<file path="src/rtl/seg_pkg.sv">
// Shared constants and helpers for the multiplexed 7-segment scan driver.
package seg_pkg;

    localparam int CLK_HZ_DEFAULT  = 50_000_000;
    localparam int SLOT_HZ_DEFAULT = 120;
    localparam int CLK_DIV_DEFAULT = (CLK_HZ_DEFAULT + SLOT_HZ_DEFAULT / 2) / SLOT_HZ_DEFAULT;
    localparam int DIV_W_DEFAULT   = 20;

    // Width needed to hold values 0..n-1, never less than one bit.
    function automatic int seg_clog2(input int n);
        int r;
        r = 0;
        while ((1 << r) < n) begin
            r = r + 1;
        end
        return (r < 1) ? 1 : r;
    endfunction

    // Map a logical on/off level onto the physical pin level.
    function automatic logic pol_bit(input logic v, input logic act_low);
        return v ^ act_low;
    endfunction

endpackage

</file>
<file path="src/rtl/seg_scan_mux_prescaler.sv">
// Slot-rate prescaler: counts 0..CLK_DIV-1 while enabled and flags the last count.
module seg_prescaler
    import seg_pkg::*;
#(
    parameter int CLK_DIV = CLK_DIV_DEFAULT,
    parameter int DIV_W   = DIV_W_DEFAULT
) (
    input  logic             clk,
    input  logic             rst,
    input  logic             en,
    output logic [DIV_W-1:0] count,
    output logic             tick
);

    localparam logic [DIV_W-1:0] LAST = DIV_W'(CLK_DIV - 1);

    logic [DIV_W-1:0] count_q;
    logic [DIV_W-1:0] count_d;

    always_comb begin
        count_d = count_q;
        tick    = 1'b0;
        if (en) begin
            if (count_q == LAST) begin
                count_d = '0;
                tick    = 1'b1;
            end else begin
                count_d = count_q + DIV_W'(1);
            end
        end
    end

    always_ff @(posedge clk or posedge rst) begin
        if (rst) begin
            count_q <= '0;
        end else begin
            count_q <= count_d;
        end
    end

    assign count = count_q;

endmodule

</file>
<file path="src/rtl/seg_scan_mux.sv">
// Time-multiplexed 7-segment driver: round-robin digit scan with dead time,
// per-digit blanking, PWM brightness and configurable pin polarity.
module seg_scan_mux
    import seg_pkg::*;
#(
    parameter int NUM_DIGITS    = 4,
    parameter int SEG_W         = 8,
    parameter int CLK_DIV       = CLK_DIV_DEFAULT,
    parameter int DIV_W         = DIV_W_DEFAULT,
    parameter int DEAD_CYC      = 2,
    parameter int BRIGHT_W      = 4,
    parameter int ANODE_ACT_LOW = 0,
    parameter int SEG_ACT_LOW   = 0
) (
    input  logic                                clk,
    input  logic                                rst,
    input  logic                                en,
    input  logic [NUM_DIGITS*SEG_W-1:0]         seg_in,
    input  logic [NUM_DIGITS-1:0]               digit_blank,
    input  logic [BRIGHT_W-1:0]                 brightness,
    output logic [SEG_W-1:0]                    seg,
    output logic [NUM_DIGITS-1:0]               anode,
    output logic [seg_clog2(NUM_DIGITS)-1:0]    digit_idx,
    output logic                                frame_start
);

    localparam int                   IDX_W     = seg_clog2(NUM_DIGITS);
    localparam logic [IDX_W-1:0]     LAST_IDX  = IDX_W'(NUM_DIGITS - 1);
    localparam logic                 A_LOW     = (ANODE_ACT_LOW != 0);
    localparam logic                 S_LOW     = (SEG_ACT_LOW != 0);
    localparam logic [NUM_DIGITS-1:0] ANODE_OFF = A_LOW ? '1 : '0;
    localparam logic [SEG_W-1:0]     SEG_OFF   = S_LOW ? '1 : '0;

    logic [DIV_W-1:0]      pre_count;
    logic                  pre_tick;

    logic [IDX_W-1:0]      idx_q, idx_d;
    logic [BRIGHT_W-1:0]   pwm_q, pwm_d;
    logic                  frame_q, frame_d;
    logic                  on_q, on_d;
    logic [IDX_W-1:0]      shown_q, shown_d;
    logic [NUM_DIGITS-1:0] anode_q, anode_d;
    logic [SEG_W-1:0]      seg_q, seg_d;

    logic [SEG_W-1:0]      sel_seg;
    logic                  blank_sel;
    logic                  bright_ok;
    logic                  past_dead;
    logic                  switch_ok;
    logic                  lit;

    seg_prescaler #(
        .CLK_DIV (CLK_DIV),
        .DIV_W   (DIV_W)
    ) u_prescaler (
        .clk   (clk),
        .rst   (rst),
        .en    (en),
        .count (pre_count),
        .tick  (pre_tick)
    );

    always_comb begin
        idx_d   = idx_q;
        pwm_d   = pwm_q;
        frame_d = 1'b0;

        if (en) begin
            pwm_d = pwm_q + BRIGHT_W'(1);
        end

        if (pre_tick) begin
            idx_d   = (idx_q == LAST_IDX) ? '0 : idx_q + IDX_W'(1);
            frame_d = (idx_q == LAST_IDX);
        end

        sel_seg   = seg_in[int'(idx_q)*SEG_W +: SEG_W];
        blank_sel = digit_blank[int'(idx_q)];
        bright_ok = (pwm_q < brightness) || (&brightness);
        past_dead = (pre_count >= DIV_W'(DEAD_CYC));
        // With no dead time a digit change would swap seg under a lit anode;
        // force one dark cycle whenever the lit digit would change.
        switch_ok = !(on_q && (shown_q != idx_q));

        lit     = en && past_dead && !blank_sel && bright_ok && switch_ok;
        on_d    = lit;
        shown_d = idx_q;

        for (int i = 0; i < NUM_DIGITS; i++) begin
            anode_d[i] = pol_bit(lit && (int'(idx_q) == i), A_LOW);
        end
        for (int j = 0; j < SEG_W; j++) begin
            seg_d[j] = pol_bit(lit && sel_seg[j], S_LOW);
        end
    end

    always_ff @(posedge clk or posedge rst) begin
        if (rst) begin
            idx_q   <= '0;
            pwm_q   <= '0;
            frame_q <= 1'b0;
            on_q    <= 1'b0;
            shown_q <= '0;
            anode_q <= ANODE_OFF;
            seg_q   <= SEG_OFF;
        end else begin
            idx_q   <= idx_d;
            pwm_q   <= pwm_d;
            frame_q <= frame_d;
            on_q    <= on_d;
            shown_q <= shown_d;
            anode_q <= anode_d;
            seg_q   <= seg_d;
        end
    end

    assign seg         = seg_q;
    assign anode       = anode_q;
    assign digit_idx   = idx_q;
    assign frame_start = frame_q;

endmodule
</file>
<file path="config.mk">
export PLATFORM = sky130hd
export DESIGN_NAME = seg_scan_mux
export DESIGN_NICKNAME = d
export VERILOG_FILES = /design/src/rtl/seg_pkg.sv /design/src/rtl/seg_scan_mux_prescaler.sv /design/src/rtl/seg_scan_mux.sv
export SDC_FILE = /design/constraint.sdc
export NUM_CORES = 1
export LEC_CHECK = 0
export ABC_AREA = 1
export BUFFER_PORTS_ARGS = -buffer_cell sky130_fd_sc_hd__buf_2
export CORE_MARGIN = 1
export CORE_UTILIZATION = 23
export CTS_CLUSTER_DIAMETER = 150
export DETAILED_ROUTE_END_ITERATION = 8
export PLACE_DENSITY = 0.37
export SLEW_MARGIN = 15
export SYNTH_ARGS = -nofsm -noshare
export SYNTH_HDL_FRONTEND = slang
export SYNTH_SLANG_ARGS = --single-unit
</file>
<file path="constraint.sdc">
create_clock -name clk -period 1.85 [get_ports clk]
set_clock_uncertainty 0.2 [all_clocks]
set_input_delay 0.185 -clock clk [delete_from_list [all_inputs] [get_ports clk]]
set_output_delay 0.185 -clock clk [all_outputs]
set_load 0.03 [all_outputs]
</file>
==> impl_metrics.json, run 1 <==
{
  "status": "finished, final reports clean",
  "reg2reg_to": "u_prescaler.count[9]$_DFFE_PP0P_",
  "root_buffer": "clkbuf_16",
  "grt_pass1_vias": 2463,
  "report.final.setup_viol": 0,
  "hold_class": "input pin to flip-flop",
  "worstHoldStart": "en",
  "clkLatencyLatePin_ps": 280,
  "vdd.ir_drop.worst_mv": 0.405,
  "vias_per_cell": 4.29,
  "dr.pass1.iters": 4,
  "rows": 39,
  "die_y_um": 110,
  "end_kind": "flip-flop",
  "cp_common_cell": "nor2_2",
  "r2r_slack_ps": 140,
  "avgSynthCellArea_um2": 7.02,
  "overflow": 0,
  "ys_ff_latch": 42,
  "use_met1_pct": 15.8,
  "cts_tree": "yes",
  "final_hold_viol_count": 0,
  "drtIter0Drc": 104,
  "slew_violations": 0,
  "maxCapViolations": 0,
  "slowest_delay_ps": 430,
  "syn_nets": 434,
  "rsz0062_at_grt": "false",
  "worstSetupPathType": "flip-flop to flip-flop",
  "period_share_pct": 92.7,
  "vias": 2537,
  "antennaDiodeCount": 0,
  "initial_core_util_pct": 23.5,
  "pre_cts_slack_ps": 7.09,
  "h-tree-depth": 2,
  "required_ps": 1830,
  "worstPathMaxFanout": 6,
  "rr_worst_depth": 7,
  "worst_hold_slack_ps": 12.1,
  "power_density_nw_per_um2": 849,
  "min_delay_path_depth": 3,
  "worst_hold_path.endpoint": "u_prescaler.count[15]$_DFFE_PP0P_",
  "final_layout_size_suffix_gt1_share_pct": 24.7,
  "critPathBufInv": 1,
  "dp_hpwl_um": 5750,
  "numCtsBuffers": 5,
  "setup_tns_ps": 0,
  "use_met2_pct": 22.5,
  "slew_headroom_pct": 70.7,
  "core_um2": 11400,
  "critPathLaunchType": "flip-flop",
  "crit_path_cell_trace": "nand2_1, nor2_2, nand3_1, nor2_2, nand3_2, clkinv_1, nor2_1",
  "die_x_um": 110,
  "nets": 501,
  "critPathSlowestCell": "dfrtp_1",
  "wl_um": 7520,
  "power.leakage_uw": 0.00177,
  "fmax_ghz": 0.583,
  "synth_cells": 381,
  "cts.sinks": 42,
  "r2r_start": "u_prescaler.count[9]$_DFFE_PP0P_",
  "fp.dieArea_um2": 12100,
  "gp_congestion": 0.811,
  "antenna_found_initial": 0,
  "drc": 0,
  "grt_max_degree": 26,
  "synth-seq-area-share_pct": 39.3,
  "pin_count": 58,
  "grt.busiest_layer": "met2",
  "track_usage_pct": 12.8,
  "yosys_warnings": 0,
  "finalCriticalPeriod_ps": 1710,
  "fin_util_pct": 29.9,
  "layout_setup_ws_ps": 135,
  "ant_nets": 0,
  "grt_pass1_wl_um": 11700,
  "total_power_uw": 2880,
  "synth.distinct_cells": 25,
  "tightest_slew_ps": 438,
  "area_growth_pct": 27.1,
  "critPathArrivalTime_ps": 1690,
  "routedWlPerCell_um": 12.7,
  "grt_use_met3_pct": 2.49,
  "clk_pin_slew_ps": 60,
  "syn_area_um2": 2670,
  "clock_path_buffers": 2,
  "cp_top_family": "simple AND/OR/NAND/NOR gates",
  "port_buffers": 57
}
==> power breakdown <==
| part | switching, uW | leakage (uW) | internal (uW) |
|---|---|---|---|
| sequential | 150 | 0.000539 | 1060 |
| clock | 376 | 0.0000729 | 535 |
| combinational | 473 | 0.00116 | 292 |
==> worst register-to-register path, cell delays in order, from the launching register on <==
cell and delay, ps:
dfrtp_1 430, nand2_1 140, nor2_2 210, nand3_1 110, nor2_2 130, nand3_2 210
clkinv_1 130, nor2_1 50
==> area by class of cell <==
class,instances,area [um^2]
Inverter,60,225
Clock buffer,6,139
Sequential cell,42,1050
Clock inverter,2,12.5
Timing Repair Buffer,71,405
Tap cell,143,179
Fill cell,1290,7970
Multi-Input combinational cell,268,1390
==> logic make-up after synthesis <==
family          synth area share (%)
fa+ha+maj                       4.68
compound gates                  6.50
flops                           39.3
xor+xnor                        2.95
simple gates                    35.4
buf+inv                         11.1
==> how the worst max path moves through the flow <==
stage,startpoint,to,slack (ps),depth (start not counted)
finish,u_prescaler.count[9]$_DFFE_PP0P_,u_prescaler.count[9]$_DFFE_PP0P_,140,7
global route,u_prescaler.count[0]$_DFFE_PP0P_,seg[7]$_DFF_PP0_,7,8
CTS,u_prescaler.count[1]$_DFFE_PP0P_,u_prescaler.count[8]$_DFFE_PP0P_,2,8
detailed placement,u_prescaler.count[1]$_DFFE_PP0P_,u_prescaler.count[8]$_DFFE_PP0P_,7,8
global placement,u_prescaler.count[1]$_DFFE_PP0P_,u_prescaler.count[8]$_DFFE_PP0P_,9,8
floorplan,digit_idx[0]$_DFFE_PP0P_,digit_idx[1]$_DFFE_PP0P_,160,6
==> sequential cells by signal, indices dropped and copies added (netlist names) <==
name / flops
u_prescaler.count: 20
frame_start: 1
on_q: 1
digit_idx: 2
pwm_q: 4
seg: 8
shown_q: 2
anode: 4
==> cells in the mapped netlist <==
master    instances  share of area (%)
nand2_1          85                 12
nor2_1           64                9.0
inv_1            54                7.6
dfrtp_1          42                 39
nand3_1          29                5.4
o21ai_0          19                3.6
nor2_2           14                3.3
buf_2            10                1.9
ha_1             10                4.7
o22ai_1           9                2.1
xor2_1            8                2.6
nand4_1           7                1.6
nor3_1            7                1.3
a21oi_1           3               0.56
clkinv_1          3               0.42
inv_2             3               0.42
nand2_2           3               0.70
and2_1            2               0.47
buf_6             2               0.84
nand3_2           2               0.75
a21boi_1          1               0.28
nand3b_1          1               0.28
nor2_4            1               0.42
or2_1             1               0.23
xnor2_1           1               0.33
==> cells in the final DEF, fill, tap and decap left out, types with 2 or more instances in the layout <==
cell / n
inv_2: 4
clkbuf_16: 5
nand2_1: 85
a21oi_1: 3
nand2_2: 3
buf_2: 57
inv_1: 53
nand3_1: 27
dfrtp_1: 41
buf_4: 12
clkinv_1: 3
nor3_1: 7
and2_1: 2
nand3_2: 2
nand4_1: 7
nor2_1: 61
o21ai_0: 19
ha_1: 9
nand3_4: 3
nor2_2: 17
xor2_1: 7
o22ai_1: 9
==> metal layers <==
metal	share of wire, %	up-vias
met4	1.2	0
li1	-	1320
met3	4.9	7
met5	0	-
met1	47	1148
met2	47	62
==> repair_timing <==
action	in CTS	in global routing
buffers inserted	0	1
hold buffers	1	0
gates resized for setup	0	11
endpoints found under the hold margin	17	0
endpoints found under the setup margin	0	15
==> stage by stage <==
step,area (um^2),instances
floorplan,2670,381
global placement,3170,581
detailed placement,3170,581
CTS,3330,590
global route,3400,592
finish,3400,592
Note: power is estimated with default switching activity, not from simulation.
==> run 2, diff against run 1 <==
--- a/config.mk
+++ b/config.mk
@@ -5,13 +5,13 @@
 export SDC_FILE = /design/constraint.sdc
 export NUM_CORES = 1
 export LEC_CHECK = 0
-export ABC_AREA = 1
 export BUFFER_PORTS_ARGS = -buffer_cell sky130_fd_sc_hd__buf_2
+export CORE_ASPECT_RATIO = 0.75
 export CORE_MARGIN = 1
 export CORE_UTILIZATION = 23
 export CTS_CLUSTER_DIAMETER = 150
 export DETAILED_ROUTE_END_ITERATION = 8
-export PLACE_DENSITY = 0.37
+export PLACE_DENSITY = 0.38
 export SLEW_MARGIN = 15
 export SYNTH_ARGS = -nofsm -noshare
 export SYNTH_HDL_FRONTEND = slang
==> run 2 against run 1 <==
  * Critical endpoint is now u_prescaler.count[18]$_DFFE_PP0P_
  * Fmax decreased by 11%
  * Hold slack better by 110 ps
  * Final area shrank 3.4%
  * Via count shrank 27%
  * Sequential power barely moved
  * Critical path depth fell by 3
  * Sequential share of layout area up 1.1 points
  * Critical path type unchanged
  * The flow now finishes with violations (negative setup slack)
  * Core utilization up 5.5 points
==> impl_metrics.json, run 2 <==
{
  "overflow": 0,
  "antennaDiodeCount": 0,
  "track_usage_pct": 12.3,
  "fillerInstances": 960,
  "critPathLaunchType": "flip-flop",
  "core_um2": 9270,
  "final_layout_size_suffix_gt1_share_pct": 50.8,
  "synth-seq-area-share_pct": 46.8,
  "maxCapViolations": 0,
  "vdd.ir_drop.worst_mv": 0.314,
  "ant_nets": 0,
  "report.final.setup_viol": 24,
  "yosysTopAreaCellShare_pct": 46.8,
  "critPathSlowestCell": "or4_4",
  "fin_util_pct": 35.4,
  "synth.distinct_cells": 41,
  "grt_pass1_vias": 1880,
  "die_x_um": 116,
  "synthArstFlopShare_pct": 100,
  "end_kind": "flip-flop",
  "synth_cells": 197,
  "final_hold_viol_count": 0,
  "avgSynthCellArea_um2": 11.4,
  "yosysTopAreaCell": "dfrtp_1",
  "synth_compound_area_share_pct": 4.85,
  "hold_class": "input pin to flip-flop",
  "grt_pass1_wl_um": 9350,
  "worstHoldStart": "en",
  "fmax_ghz": 0.522,
  "topRoutingLayerUsed": "met4",
  "wl_met3_um": 269,
  "largest_register_ffs": 20,
  "pwr-share-seq_pct": 39.3,
  "vias": 1844,
  "drt-met1-wl_um": 3020,
  "drc": 0,
  "period_share_pct": 104,
  "yosysMostFrequentCell": "dfrtp_1",
  "final_cells": 423,
  "synthAdderAreaFrac_pct": 5.57,
  "dr.pass1.iters": 4,
  "critPathCapture": "u_prescaler.count[18]$_DFFE_PP0P_",
  "finalCriticalPeriod_ps": 1920,
  "fp.dieArea_um2": 10200,
  "die_y_um": 87.6,
  "slowest_delay_ps": 550,
  "antenna_found_initial": 0,
  "p_clk_share_pct": 29.2,
  "synth_edf_count": 0,
  "h-tree-depth": 2,
  "tightest_slew_ps": 548,
  "power.switching_uw": 974,
  "p_int_uw": 2070,
  "initial_core_util_pct": 24.2,
  "layout_setup_ws_ps": -67.0,
  "syn_area_um2": 2250,
  "clkLatencyLatePin_ps": 280,
  "synthMuxAreaShare_pct": 11.0,
  "slew_headroom_pct": 63.2,
  "required_ps": 1860,
  "synth_area_leaders": "dfrtp_1 47%, mux4_2 9.0%, ha_1 5.6%",
  "cts_tree": "yes",
  "synthSimpleGateAreaFrac_pct": 21.1,
  "status": "complete, but fails checks",
  "numCtsBuffers": 5,
  "root_buffer": "clkbuf_16",
  "rsz0062_at_grt": "true",
  "area_growth_pct": 46.2,
  "slew_violations": 0,
  "power_density_nw_per_um2": 925,
  "worstSetupPathType": "flip-flop to flip-flop",
  "dr_wl_met2_um": 2390,
  "startpoint": "u_prescaler.count[11]$_DFFE_PP0P_",
  "crit_path_cell_trace": "nand2_1, or4_4, or3_4, a21oi_2",
  "switching_share_pct": 32.0,
  "dpl.cell_count": 412,
  "ys_ff_latch": 42,
  "rr_worst_depth": 4,
  "critPathArrivalTime_ps": 1930,
  "synth_top_family_by_area": "simple AND/OR/NAND/NOR gates",
  "dp_hpwl_um": 4350,
  "reg2reg_to": "u_prescaler.count[18]$_DFFE_PP0P_",
  "routedWlPerCell_um": 13.6,
  "p_comb_share_pct": 31.6,
  "clock_path_buffers": 2,
  "final_cell_area_um2": 3280,
  "vias_per_cell": 4.36,
  "multi_input_area_um2": 1250,
  "placed_cell_area_um2": 3040,
  "power.leakage_uw": 0.00150,
  "regArea_um2": 1050,
  "rows": 30,
  "gp_congestion": 0.715,
  "worstPathMaxFanout": 5,
  "pre_cts_slack_ps": -109,
  "yosys_warnings": 0,
  "layout_common_cells": "57 x buf_2, 39 x dfrtp_1, 38 x buf_4, 14 x nor2_1",
  "syn_nets": 250,
  "clk_pin_slew_ps": 60,
  "r2r_start": "u_prescaler.count[11]$_DFFE_PP0P_",
  "drtIter0Drc": 65,
  "wl_um": 5740,
  "failed_checks": "negative setup slack",
  "synthTopCellsByCount": "42 x dfrtp_1, 14 x nor2_1, 13 x nand2_1, 13 x xnor2_1, 12 x nor3b_1",
  "final_common_cell": "buf_2",
  "grt_max_degree": 30,
  "ys.flop_type": "dfrtp_1",
  "nets": 347,
  "port_buffers": 57,
  "pin_count": 58,
  "r2r_slack_ps": -70,
  "cts.sinks": 42,
  "synth_xor_area_share_pct": 7.02
}
run 2: through the flow:
| stage | TNS [ps] | hold slack (ps) | total power (uW) |
|---|---|---|---|
| floorplan | -708 | 228 | 1680 |
| global placement | -1460 | -8.07 | 2120 |
| detailed placement | -1380 | -3.63 | 2120 |
| CTS | -1520 | 126 | 3040 |
| global route | -3890 | 143 | 3220 |
| finish | -616 | 120 | 3040 |
run 2: how the worst min path moves through the flow:
stage / cells past startpoint / to
after floorplan: 1 / anode[0]$_DFF_PP0_
after detailed placement: 2 / pwm_q[3]$_DFFE_PP0P_
final: 3 / u_prescaler.count[0]$_DFFE_PP0P_
after global placement: 2 / u_prescaler.count[4]$_DFFE_PP0P_
after global routing: 3 / u_prescaler.count[0]$_DFFE_PP0P_
after CTS: 3 / u_prescaler.count[0]$_DFFE_PP0P_
run 2: cells by family (layout without fill, tap and decap cells):
group           Yosys count  count (layout)
buf+inv                  18             116
mux                      13              13
xor+xnor                 18              18
flops                    42              42
simple gates             79              79
fa+ha+maj                10              10
compound gates           17              17
run 2: power groups by stage:
stage | sequential [uW] | combinational (uW) | clock, uW
2_1_floorplan | 1240 | 436 | 0
3_3_place_gp | 1200 | 921 | 0
3_5_place_dp | 1200 | 921 | 0
4_1_cts | 1190 | 942 | 908
5_1_grt | 1220 | 1060 | 942
6_report | 1190 | 959 | 887
run 2: layer usage:
| metal | vias to the layer above | global-route usage, % |
|---|---|---|
| met5 | - | 0 |
| met4 | 0 | 3.73 |
| met3 | 5 | 3.32 |
| met2 | 54 | 18.3 |
| met1 | 878 | 17.2 |
| li1 | 907 | - |
run 2: final cells by class:
cell class	instances	area share, %
Sequential cell	42	32.1
Inverter	9	1.03
Tap cell	128	4.88
Multi-Input combinational cell	137	38.0
Clock inverter	1	0.152
Timing Repair Buffer	99	19.5
Clock buffer	7	4.34
run 2: repair_timing:
item | CTS | global route
pin swaps | 4 | 4
hold buffers | 1 | 0
endpoints found under the setup margin | 26 | 30
setup buffers | 2 | 0
hold endpoints to repair | 13 | 0
resized for setup | 8 | 11
run 2: critical path: cells and delay by family (launching register included):
family	cells	cell delay, ps
AOI/OAI and AO/OA	1	110
DFF	1	480
and+or+nand+nor	3	1060
